$ cat config.mk
export PLATFORM = sky130hd
export DESIGN_NAME = sync_fifo_gen_flat
export DESIGN_NICKNAME = d
export VERILOG_FILES = /design/src/rtl/sync_fifo_gen_pkg.sv /design/src/rtl/sync_fifo_gen_if.sv /design/src/rtl/sync_fifo_gen_ram.sv /design/src/rtl/sync_fifo_gen.sv /design/src/flat_wrapper.sv
export SDC_FILE = /design/constraint.sdc
export NUM_CORES = 1
export LEC_CHECK = 0
export BUFFER_PORTS_ARGS = -buffer_cell sky130_fd_sc_hd__buf_2
export CAP_MARGIN = 25
export CORE_ASPECT_RATIO = 0.7
export CORE_MARGIN = 5
export CORE_UTILIZATION = 60
export CTS_CLUSTER_SIZE = 28
export DETAILED_ROUTE_END_ITERATION = 8
export PLACE_DENSITY = 0.88
export SLEW_MARGIN = 25
export SYNTH_ARGS = -nofsm -noshare
export SYNTH_HDL_FRONTEND = slang
export SYNTH_HIERARCHICAL = 1
export SYNTH_SLANG_ARGS = --single-unit
$ cat constraint.sdc
create_clock -name clk -period 2.84 [get_ports clk]
set_clock_uncertainty 0.2 [all_clocks]
set_input_delay 0.284 -clock clk [delete_from_list [all_inputs] [get_ports clk]]
set_output_delay 0.284 -clock clk [all_outputs]
set_load 0.05 [all_outputs]
$ cat src/rtl/sync_fifo_gen_pkg.sv
// fifo_pkg: shared types and helpers for sync_fifo_gen.
//   addr_w()      - address width for a given depth (clog2, min 1)
//   fifo_mode_e   - read mode selector (STD registered read / FWFT)
//   *_ok()        - parameter legality predicates used by elaboration checks
package fifo_pkg;

  typedef enum logic {STD = 1'b0, FWFT = 1'b1} fifo_mode_e;

  function automatic int addr_w(input int depth);
    return (depth <= 2) ? 1 : $clog2(depth);
  endfunction

  function automatic bit depth_ok(input int depth);
    return (depth >= 2) && ((depth & (depth - 1)) == 0);
  endfunction

  function automatic bit afull_ok(input int th, input int depth);
    return (th >= 1) && (th <= depth);
  endfunction

  function automatic bit aempty_ok(input int th, input int depth);
    return (th >= 0) && (th <= depth - 1);
  endfunction

endpackage

$ cat src/rtl/sync_fifo_gen_if.sv
// sync_fifo_gen_if: producer/consumer bundle for sync_fifo_gen.
//   master - the user side: drives wdata/wen/ren/err_clr, observes status
//   slave  - the FIFO side: the reverse
//   count is AW+1 bits so it can represent 0..DEPTH.
interface sync_fifo_gen_if #(
  parameter int DATA_W = 8,
  parameter int DEPTH  = 16
);
  localparam int AW = fifo_pkg::addr_w(DEPTH);

  logic [DATA_W-1:0] wdata;
  logic              wen;
  logic              ren;
  logic              err_clr;
  logic [DATA_W-1:0] rdata;
  logic              rvalid;
  logic              full;
  logic              empty;
  logic              almost_full;
  logic              almost_empty;
  logic [AW:0]       count;
  logic              overflow;
  logic              underflow;

  modport master (
    output wdata, wen, ren, err_clr,
    input  rdata, rvalid, full, empty, almost_full, almost_empty,
           count, overflow, underflow
  );

  modport slave (
    input  wdata, wen, ren, err_clr,
    output rdata, rvalid, full, empty, almost_full, almost_empty,
           count, overflow, underflow
  );
endinterface

$ cat src/rtl/sync_fifo_gen_ram.sv
// fifo_ram: DATA_W x DEPTH simple dual-port storage.
//   clk          - write clock
//   we/waddr/wdata - synchronous write port
//   raddr/rdata  - asynchronous (combinational) read port
// Not reset: contents are only meaningful between the pointers.
module fifo_ram #(
  parameter int DATA_W = 8,
  parameter int DEPTH  = 16,
  parameter int AW     = 4
) (
  input  logic              clk,
  input  logic              we,
  input  logic [AW-1:0]     waddr,
  input  logic [DATA_W-1:0] wdata,
  input  logic [AW-1:0]     raddr,
  output logic [DATA_W-1:0] rdata
);

  logic [DATA_W-1:0] mem_q [DEPTH];

  always_ff @(posedge clk) begin
    if (we) mem_q[waddr] <= wdata;
  end

  assign rdata = mem_q[raddr];

endmodule

$ cat src/rtl/sync_fifo_gen.sv
// sync_fifo_gen: single-clock parametrised FIFO.
//   clk   - clock, rising edge
//   reset - synchronous, active-low
//   bus   - sync_fifo_gen_if.slave: wdata/wen, ren, err_clr in;
//           rdata/rvalid, full/empty, almost_full/almost_empty, count,
//           sticky overflow/underflow out
// FWFT=0: rdata is a register loaded on an accepted read, rvalid pulses
//         one cycle later. FWFT=1: rdata shows the head word whenever
//         non-empty and ren pops it.
// All status is decoded from the registered count, so full/empty have no
// combinational path from wen/ren.
module sync_fifo_gen #(
  parameter int DATA_W    = 8,
  parameter int DEPTH     = 16,
  parameter int AFULL_TH  = DEPTH - 2,
  parameter int AEMPTY_TH = 2,
  parameter int FWFT      = 0
) (
  input  logic          clk,
  input  logic          reset,
  sync_fifo_gen_if.slave bus
);
  import fifo_pkg::*;

  localparam int AW = addr_w(DEPTH);
  localparam fifo_mode_e MODE = (FWFT != 0) ? fifo_pkg::FWFT : fifo_pkg::STD;

  localparam logic [AW:0] PTR_ONE  = (AW+1)'(1);
  localparam logic [AW:0] DEPTH_C  = (AW+1)'(DEPTH);
  localparam logic [AW:0] AFULL_C  = (AW+1)'(AFULL_TH);
  localparam logic [AW:0] AEMPTY_C = (AW+1)'(AEMPTY_TH);

  if (!depth_ok(DEPTH)) begin : g_bad_depth
    $error("sync_fifo_gen: DEPTH must be a power of two >= 2");
  end
  if (DATA_W < 1) begin : g_bad_width
    $error("sync_fifo_gen: DATA_W must be >= 1");
  end
  if (!afull_ok(AFULL_TH, DEPTH)) begin : g_bad_afull
    $error("sync_fifo_gen: AFULL_TH out of range 1..DEPTH");
  end
  if (!aempty_ok(AEMPTY_TH, DEPTH)) begin : g_bad_aempty
    $error("sync_fifo_gen: AEMPTY_TH out of range 0..DEPTH-1");
  end

  logic [AW:0]       wptr_q, wptr_d;
  logic [AW:0]       rptr_q, rptr_d;
  logic [AW:0]       count_q, count_d;
  logic [DATA_W-1:0] rdata_q, rdata_d;
  logic              rvalid_q, rvalid_d;
  logic              ovf_q, ovf_d;
  logic              udf_q, udf_d;

  logic              full_w, empty_w;
  logic              wr_acc, rd_acc;
  logic [DATA_W-1:0] ram_rdata;

  assign full_w  = (count_q == DEPTH_C);
  assign empty_w = (count_q == '0);

  // Acceptance uses only registered state: a same-cycle read never frees a
  // slot for a write at full, nor does a same-cycle write feed a read at empty.
  assign wr_acc = bus.wen && !full_w;
  assign rd_acc = bus.ren && !empty_w;

  fifo_ram #(.DATA_W(DATA_W), .DEPTH(DEPTH), .AW(AW)) u_ram (
    .clk   (clk),
    .we    (wr_acc),
    .waddr (wptr_q[AW-1:0]),
    .wdata (bus.wdata),
    .raddr (rptr_q[AW-1:0]),
    .rdata (ram_rdata)
  );

  always_comb begin
    wptr_d   = wptr_q;
    rptr_d   = rptr_q;
    rdata_d  = rdata_q;
    rvalid_d = rd_acc;
    ovf_d    = ovf_q;
    udf_d    = udf_q;

    if (wr_acc) wptr_d = wptr_q + PTR_ONE;
    if (rd_acc) begin
      rptr_d  = rptr_q + PTR_ONE;
      rdata_d = ram_rdata;
    end

    // Pointers carry a wrap bit, so the modular difference is the occupancy.
    count_d = wptr_d - rptr_d;

    // Clear first, then set, so a fresh error in the clearing cycle sticks.
    if (bus.err_clr)              ovf_d = 1'b0;
    if (bus.err_clr)              udf_d = 1'b0;
    if (bus.wen && full_w)        ovf_d = 1'b1;
    if (bus.ren && empty_w)       udf_d = 1'b1;
  end

  always_ff @(posedge clk) begin
    if (!reset) begin
      wptr_q   <= '0;
      rptr_q   <= '0;
      count_q  <= '0;
      rdata_q  <= '0;
      rvalid_q <= 1'b0;
      ovf_q    <= 1'b0;
      udf_q    <= 1'b0;
    end else begin
      wptr_q   <= wptr_d;
      rptr_q   <= rptr_d;
      count_q  <= count_d;
      rdata_q  <= rdata_d;
      rvalid_q <= rvalid_d;
      ovf_q    <= ovf_d;
      udf_q    <= udf_d;
    end
  end

  // FWFT presents the head word straight from the array; zero while empty
  // keeps rdata at its reset value when nothing is stored.
  assign bus.rdata  = (MODE == fifo_pkg::FWFT) ? (empty_w ? '0 : ram_rdata) : rdata_q;
  assign bus.rvalid = (MODE == fifo_pkg::FWFT) ? !empty_w : rvalid_q;

  assign bus.full         = full_w;
  assign bus.empty        = empty_w;
  assign bus.almost_full  = (count_q >= AFULL_C);
  assign bus.almost_empty = (count_q <= AEMPTY_C);
  assign bus.count        = count_q;
  assign bus.overflow     = ovf_q;
  assign bus.underflow    = udf_q;

endmodule

$ cat src/flat_wrapper.sv
// flat-port wrapper written by rule: the top's interface ports become plain ports
module sync_fifo_gen_flat import fifo_pkg::*;
#(
  parameter int DATA_W    = 8,
  parameter int DEPTH     = 16,
  parameter int AFULL_TH  = DEPTH - 2,
  parameter int AEMPTY_TH = 2,
  parameter int FWFT      = 0
)
  (clk, reset, bus_wdata, bus_wen, bus_ren, bus_err_clr, bus_rdata, bus_rvalid, bus_full, bus_empty, bus_almost_full, bus_almost_empty, bus_count, bus_overflow, bus_underflow);
  sync_fifo_gen_if #(.DATA_W(DATA_W), .DEPTH(DEPTH)) bus_i ();
  input  logic clk;
  input  logic reset;
  input wire logic [$bits(bus_i.wdata)-1:0] bus_wdata;
  input wire logic [$bits(bus_i.wen)-1:0] bus_wen;
  input wire logic [$bits(bus_i.ren)-1:0] bus_ren;
  input wire logic [$bits(bus_i.err_clr)-1:0] bus_err_clr;
  output wire logic [$bits(bus_i.rdata)-1:0] bus_rdata;
  output wire logic [$bits(bus_i.rvalid)-1:0] bus_rvalid;
  output wire logic [$bits(bus_i.full)-1:0] bus_full;
  output wire logic [$bits(bus_i.empty)-1:0] bus_empty;
  output wire logic [$bits(bus_i.almost_full)-1:0] bus_almost_full;
  output wire logic [$bits(bus_i.almost_empty)-1:0] bus_almost_empty;
  output wire logic [$bits(bus_i.count)-1:0] bus_count;
  output wire logic [$bits(bus_i.overflow)-1:0] bus_overflow;
  output wire logic [$bits(bus_i.underflow)-1:0] bus_underflow;
  assign bus_i.wdata = bus_wdata;
  assign bus_i.wen = bus_wen;
  assign bus_i.ren = bus_ren;
  assign bus_i.err_clr = bus_err_clr;
  assign bus_rdata = bus_i.rdata;
  assign bus_rvalid = bus_i.rvalid;
  assign bus_full = bus_i.full;
  assign bus_empty = bus_i.empty;
  assign bus_almost_full = bus_i.almost_full;
  assign bus_almost_empty = bus_i.almost_empty;
  assign bus_count = bus_i.count;
  assign bus_overflow = bus_i.overflow;
  assign bus_underflow = bus_i.underflow;
  sync_fifo_gen #(.DATA_W(DATA_W), .DEPTH(DEPTH), .AFULL_TH(AFULL_TH), .AEMPTY_TH(AEMPTY_TH), .FWFT(FWFT)) u_core (.clk(clk), .reset(reset), .bus(bus_i));
endmodule
# After elaboration in Yosys (flattened, before gate mapping)
# Memory sizes are Yosys's and may differ from the RTL's. A register that Yosys moved wholly into a read port is not among the register bits.
# Index checks and enable logic that the tools add are counted.
# word_totals
reg_bits	18
ram_bits	128
in_bits	13
out_inout_bits	20
elab_cells	30
memories	1
# memory_table
memory	words	word_bits	rd	rd_ports_with_merged_regs	write_ports	line	rtl
u_core.u_ram.mem_q	16	8	1	1	1	sync_fifo_gen_ram.sv:19	logic [DATA_W-1:0] mem_q [DEPTH];
# op_classes
n_addsub	3
order_cmp	2
eq_ne	1
mux	7
reduce_logical	10
# op_table
op	count
$add A5 B1 Y5 const B	2
$mux W5	2
$eq A5 B5 Y1 const B	1
$ge A5 B4 Y1 const B	1
$le A5 B2 Y1 const B	1
$logic_not A5 Y1	1
$mux W1	5
$sub A5 B5 Y5	1
$logic_and A1 B1 Y1	4
$reduce_bool A2 Y1	2
$logic_not A1 Y1	3

# Logic depth before layout (Yosys ltp)
# logic_depth
word_depth	5
depth_mapped	11
mapped_depth_nobuf	10

# Hierarchy
# The synthesis kept the hierarchy.
# by_module_without_submodules
mod	n_inst	cells_per_inst	area_per_inst_um2	seq_area_each_um2
fifo_ram	1	221	4987.3	3843.7
sync_fifo_gen	1	122	1193.6	520.5

# Least setup slack after synthesis
# No wires, ideal clock.
# synth_path
path_type	flip-flop to flip-flop
start	reg u_core.count_q[2] (netlist: u_core/bus.count[2])
end	reg u_core.count_q[4] (netlist: u_core/bus.count[4])
arrival_ps	2682
t_required_ps	2525
path_slack_ps	-157
stages_incl_launch_ff	12
path_buffers	1
period_less_slack_ps	2997
path_cell_list	dfxtp_1 nor3_1 a21boi_1 buf_2 xor2_1 ha_1 fa_1 nor2b_1 o21ai_0 nand2b_1 xnor3_1 and2_1
# synth_via
elab_chain_len	5
elab_cells_between_ends	9
cone_classes	1 x add/sub; 1 x eq/ne; 2 x mux; 5 x reduce/logical
# synth_rtl
item	line	rtl
start: declaration	sync_fifo_gen.sv:48	logic [AW:0] count_q, count_d;
start signal: assignment	sync_fifo_gen.sv:111	count_q <= count_d;
$logic_not A5 Y1	sync_fifo_gen.sv:59	assign empty_w = (count_q == '0);
$logic_not A1 Y1	sync_fifo_gen.sv:64	assign rd_acc = bus.ren && !empty_w;
$logic_and A1 B1 Y1	sync_fifo_gen.sv:64	
$mux W5	sync_fifo_gen.sv:84	if (rd_acc) begin
net u_core.rptr_d[0]	sync_fifo_gen.sv:47	logic [AW:0] rptr_q, rptr_d;
$sub A5 B5 Y5	sync_fifo_gen.sv:90	count_d = wptr_d - rptr_d;
# The timed path passes the listed nets, and every way through them passes these cells.
# A chain may end at the register's enable or synchronous reset.

# Worst setup path after layout
# layout_path
start	reg u_core.count_q[1] (netlist: u_core/bus.count[1])
end	reg u_core.count_q[4] (netlist: u_core/bus.count[4])
# layout_via
elab_chain_len	5
elab_cells_between_ends	9
cone_classes	1 x add/sub; 1 x eq/ne; 2 x mux; 5 x reduce/logical
# layout_rtl
item	line	rtl
$eq A5 B5 Y1	sync_fifo_gen.sv:58	assign full_w = (count_q == DEPTH_C);
$logic_not A1 Y1	sync_fifo_gen.sv:63	assign wr_acc = bus.wen && !full_w;
$logic_and A1 B1 Y1	sync_fifo_gen.sv:63	
net u_core.wr_acc	sync_fifo_gen.sv:55	logic wr_acc, rd_acc;
$mux W5	sync_fifo_gen.sv:83	if (wr_acc) wptr_d = wptr_q + PTR_ONE;
$sub A5 B5 Y5	sync_fifo_gen.sv:90	
# The timed path passes the listed nets, and every way through them passes these cells.

==> metrics.log <==
INFO  metric run_status = complete, no violations
INFO  metric tritoncts = built
INFO  metric gp_congestion = 0.8663
INFO  metric n_antenna_cell = 0
INFO  metric gr-usage-all-layers = 23.28%
INFO  metric area_leader_netlist = sky130_fd_sc_hd__edfxtp_1
INFO  metric postSynthCellCount = 343
INFO  metric synth_enable_flop_cells = around 130
INFO  metric max_cap_violation_count = 0
INFO  metric drc = 0
INFO  metric yosysTopAreaCellShare = 62.19%
INFO  metric post-route-min-period = 2675 ps
INFO  metric die_h = 94.92 µm
INFO  metric post-dp-hpwl = 8472 µm
INFO  metric endpoint_kind = flip-flop
INFO  metric postPlaceCellArea = between 6000 and 7000 µm²
INFO  metric num_io_pins = 33
INFO  metric drtIter0Drc = ~400
INFO  metric synth_top_cells_by_area = sky130_fd_sc_hd__edfxtp_1, sky130_fd_sc_hd__dfxtp_1, sky130_fd_sc_hd__mux4_2, sky130_fd_sc_hd__mux4_1, sky130_fd_sc_hd__a22oi_1
INFO  metric grt_antenna_before_repair = 0
INFO  metric clkSinkCount = 154
INFO  metric slew-limit-headroom = around 49%
INFO  metric ys_async_sr_fraction = 0%
INFO  metric fmax = 373.8 MHz
INFO  metric layout.nets = around 430
INFO  metric starting_utilization_of_the_core_area = 60.59%
INFO  metric ys_seq_area_share = between 70% and 80%
INFO  metric grt_pass1_vias = 3519
INFO  metric max_stage_delay = 420 ps
INFO  metric p_per_area = roughly 950 nW/µm²
INFO  metric grt_setup_unrepaired = no
INFO  metric path_clk_slew = 70 ps
INFO  metric worstSetupStartpointType = flip-flop
INFO  metric most_frequent_standard_cell_in_the_layout_excluding_fill_and_tap_cells = sky130_fd_sc_hd__edfxtp_1
INFO  metric post_synth_xor_area_fraction = under 10%
INFO  metric via_count = about 3500
INFO  metric setup_violations = 0
INFO  metric post_dr_vias_cell = between 6 and 7
INFO  metric routed_wire_length_per_instance = 25.23 µm
INFO  metric cp.buffers_inverters = 0
INFO  metric hold_violations = 0
INFO  metric die-width = 131.3 µm
INFO  metric stdcell_area = 7244 µm²
INFO  metric pre_cts_slack = 129.4 ps
INFO  metric pin_count_of_the_biggest_net_entering_global_routing = 27
INFO  metric layout_cell_share_with_drive_strength_beyond_1 = 28.81%
INFO  metric post_synth_num_cell_types = 40
INFO  metric drt-pass1-iter-count = 7
INFO  metric synth_top_family_by_area = multiplexers
INFO  metric ys_seq_elements = between 150 and 200
INFO  metric total_power = 6.900 mW
INFO  metric transition_time_at_the_pin_with_the_least_slew_margin = 760.2 ps
INFO  metric synth_simple_gate_area_share = 7.267%
INFO  metric postSynthNetCount = ~360
INFO  metric final_number_of_max_transition_violations = 0
INFO  metric post_synthesis_share_of_cell_area_spent_on_full_adders_half_adders_and_majority_gates = 1.538%
INFO  metric fin_tns_setup = 0 ps
INFO  metric postRouteWirelength = 13930 µm
INFO  metric cts_max_level = 4
INFO  metric synth.avg_cell_area = 18.02 µm²
INFO  metric area_taken_by_multi_input_logic_gates = approximately 1700 µm²
INFO  metric path_cells = nor4_4, a21boi_4, xnor2_1, ha_1, fa_1, nor2b_2, o21ai_0, nand2b_1, xnor3_1, and2_1
INFO  metric cp_slowest_cell = sky130_fd_sc_hd__fa_1
INFO  metric synth-compound-area-share = 4.190%
INFO  metric clk_path_buf_depth = 2
INFO  metric global_route.overflow_total = 0
INFO  metric timing.hold.worst.class = primary input to flip-flop
INFO  metric post-route-worst-setup-slack = about 160 ps
INFO  metric layout.cells.most_common_list = sky130_fd_sc_hd__edfxtp_1, sky130_fd_sc_hd__buf_2, sky130_fd_sc_hd__nand2_1, sky130_fd_sc_hd__buf_4, sky130_fd_sc_hd__dfxtp_1
INFO  metric critical_path_required = 2960 ps
INFO  metric cts_inserted_buffers = 17
INFO  metric numPortBuffers = 32
INFO  metric synth.area.mux_share = 12.83%
INFO  metric clock_tree.root_cell = sky130_fd_sc_hd__clkbuf_16
INFO  metric post-route-period-util = between 90% and 100%
INFO  metric num-fill-cells = ~580
INFO  metric synthFlopType = sky130_fd_sc_hd__edfxtp_1
INFO  metric die-area = 12460 µm²
INFO  metric worstPathArrival = roughly 2800 ps
INFO  metric synth_area = 6181 µm²
INFO  metric insertion_delay = approximately 420 ps
INFO  metric core_area = 10200 µm²
INFO  metric drt_antenna_net_count = 0
INFO  metric worst_path_dominant_cell_family = simple AND/OR/NAND/NOR gates
INFO  metric leakagePower = 2.532 nW
INFO  metric final-seq-area = approximately 4400 µm²
INFO  metric cp_max_fo = 8
INFO  metric timing.setup.critical_path_class = flip-flop to flip-flop
INFO  metric area_growth_syn_to_layout = 17.21%
INFO  metric placementRows = 31
INFO  metric grt_first_pass_wirelength = 21040 µm
INFO  metric vdd_ir_drop_max = 0.0007129 V
INFO  metric number_of_warnings_printed_during_yosys_synthesis = 6
flip-flops by register name, summed over array words and instances (netlist names):
| signal | flops |
|---|---|
| u_core/bus.overflow | 1 |
| u_core/bus.rdata | 8 |
| u_core/wptr_q | 5 |
| u_core/bus.count | 5 |
| u_core/bus.rvalid | 1 |
| u_core/u_ram/mem_q | 128 |
| u_core/rptr_q | 5 |
| u_core/bus.underflow | 1 |
Yosys cell counts (3+ instances only):
cell,n
sky130_fd_sc_hd__a22oi_1,18
sky130_fd_sc_hd__nand2_1,27
sky130_fd_sc_hd__xnor2_1,6
sky130_fd_sc_hd__nor2_1,14
sky130_fd_sc_hd__and2_1,8
sky130_fd_sc_hd__nor2b_1,13
sky130_fd_sc_hd__nor3_1,5
sky130_fd_sc_hd__inv_1,4
sky130_fd_sc_hd__buf_6,3
sky130_fd_sc_hd__mux4_1,14
sky130_fd_sc_hd__a21boi_1,8
sky130_fd_sc_hd__nand4_1,4
sky130_fd_sc_hd__edfxtp_1,128
sky130_fd_sc_hd__clkdlybuf4s25_2,3
sky130_fd_sc_hd__a21oi_1,3
sky130_fd_sc_hd__nand2b_1,4
sky130_fd_sc_hd__dfxtp_1,26
sky130_fd_sc_hd__xor2_1,3
sky130_fd_sc_hd__buf_2,5
sky130_fd_sc_hd__ha_1,6
sky130_fd_sc_hd__mux4_2,18
power breakdown:
| part | switching, mW | leakage (nW) | internal, mW | total, mW |
|---|---|---|---|---|
| combinational | 1.15 | 0.885 | 0.732 | 1.88 |
| sequential | 0.135 | 1.37 | 2.60 | 2.74 |
| clock | 0.899 | 0.277 | 1.38 | 2.28 |
| total | 2.18 | 2.53 | 4.72 | 6.90 |
cell families after synthesis:
group                      after synthesis
adders and majority gates                7
DFF                                    154
buffers and inverters                   18
and+or+nand+nor                         85
muxes                                   34
AOI/OAI and AO/OA                       35
xor gates and xnor gates                10
final timing paths:
path	slack (ps)	cells after the start	endpoint	from
worst max register to register	160	10	u_core/bus.count[4]$_SDFF_PN0_	u_core/bus.count[1]$_SDFF_PN0_
worst min-delay path	50	1	u_core/u_ram/mem_q[0][2]$_DFFE_PP_	bus_wdata[2]
worst max-delay path	160	10	u_core/bus.count[4]$_SDFF_PN0_	u_core/bus.count[1]$_SDFF_PN0_
worst min register to register	270	2	u_core/bus.rdata[5]$_SDFFE_PN0N_	u_core/bus.rdata[5]$_SDFFE_PN0N_
timing repair:
item	CTS	global route
setup endpoints to repair	0	1
resized for setup	0	5
hold buffers	2	0
hold endpoints to repair	2	0
buffers inserted	0	1
metrics by stage:
| step | utilization (%) | instances | hold WS, ps |
|---|---|---|---|
| 6_report | 71.02 | 552 | 50.27 |
| 5_1_grt | 71.02 | 552 | 47.54 |
| 4_1_cts | 70.69 | 551 | 16.47 |
| 3_5_place_dp | 64.60 | 517 | 257.5 |
| 3_3_place_gp | 64.60 | 517 | 250.5 |
| 2_1_floorplan | - | 343 | 182.9 |
cell type report:
cell class / count / share of cell area [%]
Inverter: 4 / 0.2073
Clock buffer: 18 / 5.924
Sequential cell: 154 / 60.35
Multi-Input combinational cell: 171 / 23.80
Clock inverter: 14 / 2.366
Tap cell: 132 / 2.280
Timing Repair Buffer: 59 / 5.078
per-layer routing:
| metal | vias up | wire [µm] | track usage (%) |
|---|---|---|---|
| met1 | 1791 | 5655 | 31.91 |
| met5 | - | 0 | 0 |
| met2 | 177 | 6857 | 37.33 |
| met3 | 23 | 1222 | 7.029 |
| met4 | 0 | 189 | 5.822 |
| li1 | 1480 | - | - |
Power figures use the tool's default switching activity.
